$ cat src/rtl/fwft_arb_pkg.sv
// Shared types and helpers for the FWFT packet arbiter and its round-robin core.
package fwft_arb_pkg;

  typedef enum logic [0:0] {
    IDLE   = 1'b0,
    LOCKED = 1'b1
  } state_t;

  // Index width for an N-way select, never narrower than one bit.
  function automatic int idx_w(input int n);
    return (n > 2) ? $clog2(n) : 1;
  endfunction

  // Packet "last" flag lives in the top bit of every flit.
  function automatic int last_bit(input int width);
    return width - 1;
  endfunction

  function automatic logic [3:0] onehot2idx(input logic [15:0] oh);
    logic [3:0] idx;
    idx = 4'd0;
    for (int i = 0; i < 16; i++) begin
      if (oh[i]) begin
        idx = idx | 4'(i);
      end else begin
        idx = idx;
      end
    end
    return idx;
  endfunction

endpackage

$ cat src/rtl/rr_arbiter_onehot.sv
// Combinational round-robin picker: first set request at or after ptr, wrapping.
module rr_arbiter_onehot
  import fwft_arb_pkg::*;
#(
  parameter int N = 4,
  localparam int IDX_W = idx_w(N)
) (
  input  logic [N-1:0]     req,
  input  logic [IDX_W-1:0] ptr,
  output logic [N-1:0]     gnt
);

  logic             found;
  logic [IDX_W-1:0] idx;

  // Scan requesters in priority order starting at ptr.
  always_comb begin
    gnt   = '0;
    found = 1'b0;
    idx   = '0;
    for (int i = 0; i < N; i++) begin
      idx = IDX_W'((int'(ptr) + i) % N);
      if (!found && req[idx]) begin
        gnt[idx] = 1'b1;
        found    = 1'b1;
      end else begin
        found = found;
      end
    end
  end

endmodule

$ cat src/rtl/fwft_fifo_pkt_arbiter.sv
// Packet-locked round-robin arbiter sharing one valid/ready link between N FWFT FIFOs.
// Optional watchdog that releases a starved lock: define FWFT_ARB_WATCHDOG_EN.
module fwft_fifo_pkt_arbiter
  import fwft_arb_pkg::*;
#(
  parameter int N       = 4,
  parameter int WIDTH   = 34,
  parameter int TIMEOUT = 64
) (
  input  logic               clk,
  input  logic               rst,
  input  logic [N*WIDTH-1:0] fifo_dout,
  input  logic [N-1:0]       fifo_empty,
  output logic [N-1:0]       fifo_rd_en,
  output logic [WIDTH-1:0]   out_flit,
  output logic               out_valid,
  input  logic               out_ready,
  output logic [N-1:0]       grant,
  output logic               locked,
  output logic               err_timeout
);

  localparam int IDX_W = idx_w(N);
  localparam int LAST  = last_bit(WIDTH);
  localparam logic [IDX_W-1:0] LAST_IDX = IDX_W'(N - 1);

  state_t           state_r, state_nx;
  logic [N-1:0]     grant_r, grant_nx;
  logic             locked_r, locked_nx;
  logic [IDX_W-1:0] rr_ptr_r, rr_ptr_nx;
  logic [IDX_W-1:0] gidx_r, gidx_nx;
  logic [IDX_W-1:0] next_ptr_s;
  logic [N-1:0]     req_s, arb_gnt_s;
  logic [WIDTH-1:0] head_s [N];
  logic             head_empty_s;
  logic             xfer_s;

`ifdef FWFT_ARB_WATCHDOG_EN
  localparam int WD_W = $clog2(TIMEOUT) + 1;
  logic [WD_W-1:0] wd_cnt_r, wd_cnt_nx;
  logic            err_r, err_nx;
`endif

  for (genvar gi = 0; gi < N; gi++) begin : g_head
    assign head_s[gi] = fifo_dout[gi*WIDTH +: WIDTH];
  end

  assign req_s        = ~fifo_empty;
  assign head_empty_s = fifo_empty[gidx_r];
  assign next_ptr_s   = (gidx_r == LAST_IDX) ? '0 : gidx_r + IDX_W'(1);

  rr_arbiter_onehot #(.N(N)) u_rr (
    .req (req_s),
    .ptr (rr_ptr_r),
    .gnt (arb_gnt_s)
  );

  // Next-state and link outputs; pops are gated by rst so a reset never loses a flit.
  always_comb begin
    state_nx   = state_r;
    grant_nx   = grant_r;
    locked_nx  = locked_r;
    rr_ptr_nx  = rr_ptr_r;
    gidx_nx    = gidx_r;
    out_valid  = 1'b0;
    out_flit   = '0;
    fifo_rd_en = '0;
    xfer_s     = 1'b0;
`ifdef FWFT_ARB_WATCHDOG_EN
    wd_cnt_nx  = wd_cnt_r;
    err_nx     = 1'b0;
`endif
    case (state_r)
      IDLE: begin
        if (|req_s) begin
          state_nx  = LOCKED;
          grant_nx  = arb_gnt_s;
          locked_nx = 1'b1;
          gidx_nx   = IDX_W'(onehot2idx(16'(arb_gnt_s)));
`ifdef FWFT_ARB_WATCHDOG_EN
          wd_cnt_nx = '0;
`endif
        end else begin
          state_nx = IDLE;
        end
      end
      LOCKED: begin
        out_valid = ~head_empty_s;
        if (out_valid) begin
          out_flit = head_s[gidx_r];
        end else begin
          out_flit = '0;
        end
        xfer_s             = out_valid & out_ready & ~rst;
        fifo_rd_en[gidx_r] = xfer_s;
        if (xfer_s && out_flit[LAST]) begin
          state_nx  = IDLE;
          grant_nx  = '0;
          locked_nx = 1'b0;
          rr_ptr_nx = next_ptr_s;
        end
`ifdef FWFT_ARB_WATCHDOG_EN
        else if (xfer_s) begin
          wd_cnt_nx = '0;
        end else if (head_empty_s) begin
          // Only starvation counts; downstream back-pressure never trips the watchdog.
          if (wd_cnt_r == WD_W'(TIMEOUT - 1)) begin
            state_nx  = IDLE;
            grant_nx  = '0;
            locked_nx = 1'b0;
            rr_ptr_nx = next_ptr_s;
            err_nx    = 1'b1;
            wd_cnt_nx = '0;
          end else begin
            wd_cnt_nx = wd_cnt_r + WD_W'(1);
          end
        end else begin
          wd_cnt_nx = wd_cnt_r;
        end
`else
        else begin
          state_nx = LOCKED;
        end
`endif
      end
      default: begin
        state_nx  = IDLE;
        grant_nx  = '0;
        locked_nx = 1'b0;
      end
    endcase
  end

  // Arbiter state registers.
  always_ff @(posedge clk) begin
    if (rst) begin
      state_r  <= IDLE;
      grant_r  <= '0;
      locked_r <= 1'b0;
      rr_ptr_r <= '0;
      gidx_r   <= '0;
    end else begin
      state_r  <= state_nx;
      grant_r  <= grant_nx;
      locked_r <= locked_nx;
      rr_ptr_r <= rr_ptr_nx;
      gidx_r   <= gidx_nx;
    end
  end

`ifdef FWFT_ARB_WATCHDOG_EN
  // Starvation counter and one-cycle error pulse.
  always_ff @(posedge clk) begin
    if (rst) begin
      wd_cnt_r <= '0;
      err_r    <= 1'b0;
    end else begin
      wd_cnt_r <= wd_cnt_nx;
      err_r    <= err_nx;
    end
  end
  assign err_timeout = err_r;
`else
  assign err_timeout = 1'b0;
`endif

  assign grant  = grant_r;
  assign locked = locked_r;

endmodule

$ cat config.mk
export PLATFORM = sky130hd
export DESIGN_NAME = fwft_fifo_pkt_arbiter
export DESIGN_NICKNAME = d
export VERILOG_FILES = /design/src/rtl/fwft_arb_pkg.sv /design/src/rtl/rr_arbiter_onehot.sv /design/src/rtl/fwft_fifo_pkt_arbiter.sv
export SDC_FILE = /design/constraint.sdc
export NUM_CORES = 1
export LEC_CHECK = 0
export ABC_AREA = 0
export BUFFER_PORTS_ARGS = -buffer_cell sky130_fd_sc_hd__buf_2
export CAP_MARGIN = 5
export CORE_MARGIN = 3
export CORE_UTILIZATION = 40
export CTS_CLUSTER_DIAMETER = 40
export DETAILED_ROUTE_END_ITERATION = 16
export PLACE_DENSITY_LB_ADDON = 0.08
export SLEW_MARGIN = 25
export SYNTH_ARGS = -nofsm -noshare
export SYNTH_HDL_FRONTEND = slang
export SYNTH_SLANG_ARGS = --single-unit
$ cat constraint.sdc
create_clock -name clk -period 3.5 [get_ports clk]
set_clock_uncertainty 0.05 [all_clocks]
set_input_delay 0.525 -clock clk [delete_from_list [all_inputs] [get_ports clk]]
set_output_delay 0.525 -clock clk [all_outputs]
set_load 0.05 [all_outputs]
# Yosys cells after proc, flatten, opt, wreduce, memory -nomap -nowiden
# Cells that the tools add are included.
[word_totals]
in_bits = 143
reg_bits = 10
word_cells = 98
[classes]
order_cmp = 11
bitwise_logic = 11
reduce_logical = 16
addsub = 4
muxes = 48
eq_ne = 3
[ops]
columns = ["op", "count"]
rows = [
  ["two-way mux 34 bit", 5],
  ["binary-select mux 34 bit (select 2 bit)", 1],
  ["two-way mux 4 bit", 7],
  ["two-way mux 1 bit", 19],
  ["< comparator 2 x 3 -> 1 bit (second input constant)", 5],
  ["OR 4 bit", 3],
  ["binary-select mux 1 bit (select 2 bit)", 5],
  ["demux 1 bit (select 2 bit)", 5],
  ["greater-or-equal comparator 2 x 1 -> 1 bit (second input constant)", 5],
  ["logical AND 1 bit", 9],
  ["one-hot mux 4 bit (2 select lines)", 1],
  ["two-way mux 2 bit", 3],
  ["AND reduction 2 bit", 3],
  ["adder 2 x 1 -> 2 bit (second input constant)", 2],
  ["adder 2 bit (second input constant)", 2],
  ["bitwise AND 4 bit", 1],
  ["NOT 4 bit", 1],
  ["one-hot mux 1 bit (2 select lines)", 2],
  ["OR reduction 4 bit", 1],
  ["greater-or-equal comparator 3 bit (second input constant)", 1],
  ["zero test 1 bit", 3],
  ["NOT 1 bit", 3],
  ["NOT 2 -> 3 bit", 1],
  ["bitwise AND 1 bit", 2],
  ["other kinds (3)", 3],
]

# Depth between registers and ports, before layout
[logic_depth]
depth_word = 16
mapped_depth = 7

# Hierarchy
# Synthesis repeated with hierarchy kept, for this count alone.
[hier_totals]
hier_cells = 178
area_unflattened_um2 = 2040.7
[by_module_without_submodules]
columns = ["module", "cells_each", "area_per_inst_um2", "instances", "seq_area_each_um2"]
rows = [
  ["fwft_fifo_pkt_arbiter", 142, 1702.9, 1, 200.2],
  ["rr_arbiter_onehot", 36, 337.8, 1, 0.0],
]

# Worst setup path before layout
# OpenSTA, ideal clock, no wires.
[synth_path]
path_kind = "register to output"
start = "register gidx_r[1]"
end = "output port out_flit[23]"
slack_ps = 620
required_time_ps = 2925
n_path_buf = 2
stages_incl_launch_ff = 6
arrival_ps = 2305
path_cell_list = "dfxtp_1 -> buf_6 -> mux4_2 -> nor2b_1 -> clkbuf_1 -> and2_1"
[synth_via]
elab_chain_cells = 7
word_cells_on_any_way = 9
[synth_lines]
columns = ["item", "line_no", "source"]
rows = [
  ["start, declared", "fwft_fifo_pkt_arbiter.sv:31", "logic [IDX_W-1:0] gidx_r, gidx_nx;"],
  ["start signal, assigned", "fwft_fifo_pkt_arbiter.sv:147", "gidx_r <= gidx_nx;"],
  ["NOT 2 -> 3 bit (not written as such)", "fwft_fifo_pkt_arbiter.sv:90", "out_flit = head_s[gidx_r];"],
  ["binary-select mux 34 bit (select 2 bit)", "fwft_fifo_pkt_arbiter.sv:90", ""],
  ["two-way mux 34 bit (not written as such) (2 in a row)", "fwft_fifo_pkt_arbiter.sv:90", ""],
  ["two-way mux 34 bit *", "fwft_fifo_pkt_arbiter.sv:89", "if (out_valid) begin"],
  ["two-way mux 34 bit * (2 in a row)", "fwft_fifo_pkt_arbiter.sv:73", "case (state_r)"],
  ["end, declared", "fwft_fifo_pkt_arbiter.sv:15", "output logic [WIDTH-1:0] out_flit,"],
]
# Every way passes the cells marked *; elsewhere a longest branch is shown, timed or not. The select of a mux whose other input is x is not followed.

# Final worst setup path
[layout_path]
start = "register gidx_r[0]"
end = "output port out_flit[2]"
# Same word-level chain as after synthesis.

==> impl_metrics.prom <==
# TYPE chip_impl_metric gauge
chip_impl_info{name="outcome",value="finished, final reports clean"} 1
chip_impl_metric{name="slew-limit-headroom",unit="%"} 45.2
chip_impl_metric{name="final_max_slew_viol_count",unit=""} 0
chip_impl_metric{name="die_area",unit="sq um"} 5530
chip_impl_metric{name="post-place-cells",unit=""} 390
chip_impl_metric{name="design_area",unit="sq um"} 2890
chip_impl_metric{name="grt_pass1_wl",unit="mm"} 11.3
chip_impl_info{name="worst_setup_path_start",value="gidx_r[0]"} 1
chip_impl_metric{name="cts_hold_buf",unit=""} 0
chip_impl_metric{name="synth_fp_nets",unit=""} 316
chip_impl_metric{name="cts_num_sinks",unit=""} 10
chip_impl_metric{name="crit_fanout",unit=""} 27
chip_impl_metric{name="ys_warn_count",unit=""} 0
chip_impl_info{name="worst_setup_path_end_kind",value="primary output"} 1
chip_impl_metric{name="antenna_violating_nets_post_route",unit=""} 0
chip_impl_metric{name="synth-seq-area-share",unit="%"} 10.7
chip_impl_metric{name="post_layout_nonfiller_instances",unit=""} 395
chip_impl_metric{name="final_layout_size_suffix_gt1_share",unit="%"} 70.2
chip_impl_metric{name="largest_buffer_count_on_any_clock_path",unit=""} 2
chip_impl_info{name="timing_worst_setup_path_type",value="flip-flop to primary output"} 1
chip_impl_metric{name="final_hold_slack",unit="ps"} 438
chip_impl_metric{name="fin_util",unit="%"} 65.0
chip_impl_metric{name="floorplan.core_area",unit="sq um"} 4440
chip_impl_info{name="start_kind",value="flip-flop"} 1
chip_impl_metric{name="synthesis.area",unit="sq um"} 1870
chip_impl_metric{name="worst_ep_required_time",unit="ps"} 2920
chip_impl_metric{name="synth_edf_count",unit=""} 0
chip_impl_metric{name="first_global_vias",unit=""} 2217
chip_impl_metric{name="setup_total_negative_slack",unit="ps"} 0
chip_impl_metric{name="grt_use_total",unit="%"} 27.1
chip_impl_metric{name="post-route-min-period",unit="ps"} 2940
chip_impl_metric{name="power_per_cell_area",unit="nW/um^2"} 286
chip_impl_metric{name="peakVddDrop",unit="V"} 0.000385
chip_impl_info{name="worstHoldStart",value="locked"} 1
chip_impl_metric{name="cts.repair.resized",unit=""} 0
chip_impl_metric{name="routed_wire_length_per_instance",unit="microns"} 18.8
chip_impl_metric{name="maxCapViolations",unit=""} 0
chip_impl_metric{name="top_level_ports",unit=""} 188
chip_impl_metric{name="number_of_antenna_violations_at_the_first_check_in_global_routing",unit=""} 1
chip_impl_metric{name="timing.critical_path.arrival",unit="ps"} 2360
chip_impl_metric{name="avgViaCountPerCell",unit=""} 5.52
chip_impl_metric{name="r2r_slack",unit="ps"} 1190
chip_impl_metric{name="placement.io_buffers",unit=""} 186
chip_impl_metric{name="setup_ws",unit="ps"} 561
chip_impl_metric{name="initial_utilization",unit="%"} 42.0
chip_impl_metric{name="finalHoldViolCount",unit=""} 0
chip_impl_metric{name="grt_start_max_net_pins",unit=""} 39
chip_impl_metric{name="cts.htree.levels",unit=""} 1
chip_impl_metric{name="place_area",unit="sq um"} 2830
chip_impl_metric{name="vias",unit=""} 2180
chip_impl_metric{name="worst-slew-pin-transition",unit="ps"} 811
chip_impl_metric{name="place_hpwl",unit="mm"} 6.25
chip_impl_metric{name="cts-buffers-inserted",unit=""} 3
chip_impl_metric{name="overflow",unit=""} 0
chip_impl_info{name="regToRegStartpoint",value="rr_ptr_r[0]"} 1
chip_impl_metric{name="synthArstFlopShare",unit="%"} 0
chip_impl_metric{name="yosys_register_bits",unit=""} 10
chip_impl_metric{name="layout.nets",unit=""} 495
chip_impl_info{name="mostFrequentLayoutCells",value="sky130_fd_sc_hd__buf_2 (186), sky130_fd_sc_hd__mux4_2 (39), sky130_fd_sc_hd__and2_1 (34), sky130_fd_sc_hd__ha_1 (9), sky130_fd_sc_hd__dfxtp_1 (8)"} 1
chip_impl_metric{name="clkLatencyLatePin",unit="ps"} 240
chip_impl_info{name="cts_tree",value="done"} 1
chip_impl_metric{name="drt_pass1_iterations",unit=""} 4
chip_impl_metric{name="dr.first_iter.drc_count",unit=""} 69
chip_impl_metric{name="synth_cells",unit=""} 164
chip_impl_metric{name="floorplan.rows",unit=""} 24
chip_impl_info{name="cts.root.buffer_cell",value="sky130_fd_sc_hd__clkbuf_8"} 1
chip_impl_metric{name="fillCellCount",unit=""} 391
chip_impl_metric{name="fin_crit_sh",unit="%"} 84.0
chip_impl_metric{name="total_power",unit="uW"} 825
chip_impl_info{name="holdCritPathClass",value="flip-flop to flip-flop"} 1
chip_impl_metric{name="synth_cell_types",unit=""} 33
chip_impl_metric{name="die-width",unit="microns"} 74.3
chip_impl_metric{name="dp_slack",unit="ps"} 686
chip_impl_info{name="unrepaired_setup_endpoints_after_global_routing",value="false"} 1
chip_impl_metric{name="synth_area_per_cell",unit="sq um"} 11.4
chip_impl_metric{name="cts.repair_timing.setup_buffer_count",unit=""} 0
chip_impl_metric{name="gp_congestion",unit=""} 0.876
chip_impl_info{name="synth_ff_type",value="sky130_fd_sc_hd__dfxtp_1"} 1
chip_impl_metric{name="maxClockFrequency",unit="MHz"} 340
chip_impl_metric{name="setup_viol",unit=""} 0
chip_impl_metric{name="cts.reportedPaths.clkPinSlew",unit="ps"} 50
chip_impl_metric{name="die_height",unit="microns"} 74.3
chip_impl_metric{name="area.growth.synth_to_final",unit="%"} 54.6
chip_impl_info{name="layout.cells.most_common",value="sky130_fd_sc_hd__buf_2"} 1
chip_impl_metric{name="postRouteWirelength",unit="mm"} 7.41
chip_impl_metric{name="leakage",unit="nW"} 1.46
chip_impl_metric{name="post-route-drc-count",unit=""} 0
critical path: stages, from the launching register on:
cell and delay (ps):
sky130_fd_sc_hd__dfxtp_2 650, sky130_fd_sc_hd__mux4_2 410, sky130_fd_sc_hd__nor2b_2 410, sky130_fd_sc_hd__buf_12 220
sky130_fd_sc_hd__and2_1 170, sky130_fd_sc_hd__buf_2 270
cells by family (layout without fill, tap and decap cells):
family	after synthesis	in the layout	share of synthesized area (%)
simple gates	58	58	20.2
mux	40	40	47.6
compound gates	24	24	9.91
buf+inv	22	200	5.36
flops	10	10	10.7
fa+ha+maj	9	9	6.03
other cells	1	2	0.201
final cells by class:
| class | count | area [sq um] | share of cell area [%] |
|---|---|---|---|
| well taps | 52 | 65.1 | 2.25 |
| multi-input cells | 132 | 1570 | 54.4 |
| flip-flops and latches | 10 | 203 | 7.02 |
| diodes | 1 | 2.50 | 0.0867 |
| repair buffers | 189 | 966 | 33.4 |
| inverters | 7 | 26.3 | 0.910 |
| clock buffers | 4 | 55.1 | 1.91 |
where the power goes:
part / switching [mW] / total (mW) / internal, mW / leakage (nW)
clock: 0.0469 / 0.146 / 0.0990 / 0.0288
combinational: 0.305 / 0.539 / 0.234 / 1.35
sequential: 0.0167 / 0.140 / 0.124 / 0.0831
total: 0.369 / 0.825 / 0.457 / 1.46
path summary, 6_finish.rpt:
path,cells after the start,to
worst max-delay path,5,out_flit[2]
worst min-delay path,2,locked
worst max register to register,6,gidx_r[1]
worst min register to register,2,locked
sequential cells by signal, indices dropped and copies added, names as in the netlist:
signal and count:
rr_ptr_r 2, locked 1, grant 4, state_r 1
gidx_r 2
metal layers:
metal / vias up / wire length, microns / track usage, %
met2: 127 / 3870 / 46.5
met1: 1014 / 2640 / 31.4
met4: 0 / 267 / 10.3
met3: 26 / 638 / 8.92
li1: 1013 / - / -
met5: - / 0 / 0
synthesized netlist by cell type, types with 2 or more instances:
| cell | n | area, sq um |
|---|---|---|
| sky130_fd_sc_hd__o211a_1 | 2 | 20.0 |
| sky130_fd_sc_hd__o2bb2ai_1 | 2 | 17.5 |
| sky130_fd_sc_hd__o21ai_0 | 4 | 20.0 |
| sky130_fd_sc_hd__inv_1 | 7 | 26.3 |
| sky130_fd_sc_hd__a21oi_1 | 6 | 30.0 |
| sky130_fd_sc_hd__and3_1 | 4 | 25.0 |
| sky130_fd_sc_hd__nor3b_1 | 2 | 15.0 |
| sky130_fd_sc_hd__buf_2 | 5 | 25.0 |
| sky130_fd_sc_hd__a311oi_1 | 4 | 35.0 |
| sky130_fd_sc_hd__mux4_2 | 39 | 878 |
| sky130_fd_sc_hd__and2_1 | 34 | 213 |
| sky130_fd_sc_hd__nor2_1 | 6 | 22.5 |
| sky130_fd_sc_hd__a221oi_2 | 2 | 30.0 |
| sky130_fd_sc_hd__nor2b_1 | 4 | 25.0 |
| sky130_fd_sc_hd__ha_1 | 9 | 113 |
| sky130_fd_sc_hd__dfxtp_1 | 10 | 200 |
| sky130_fd_sc_hd__clkbuf_1 | 8 | 30.0 |
No activity file was read; power rests on OpenSTA's default activity.
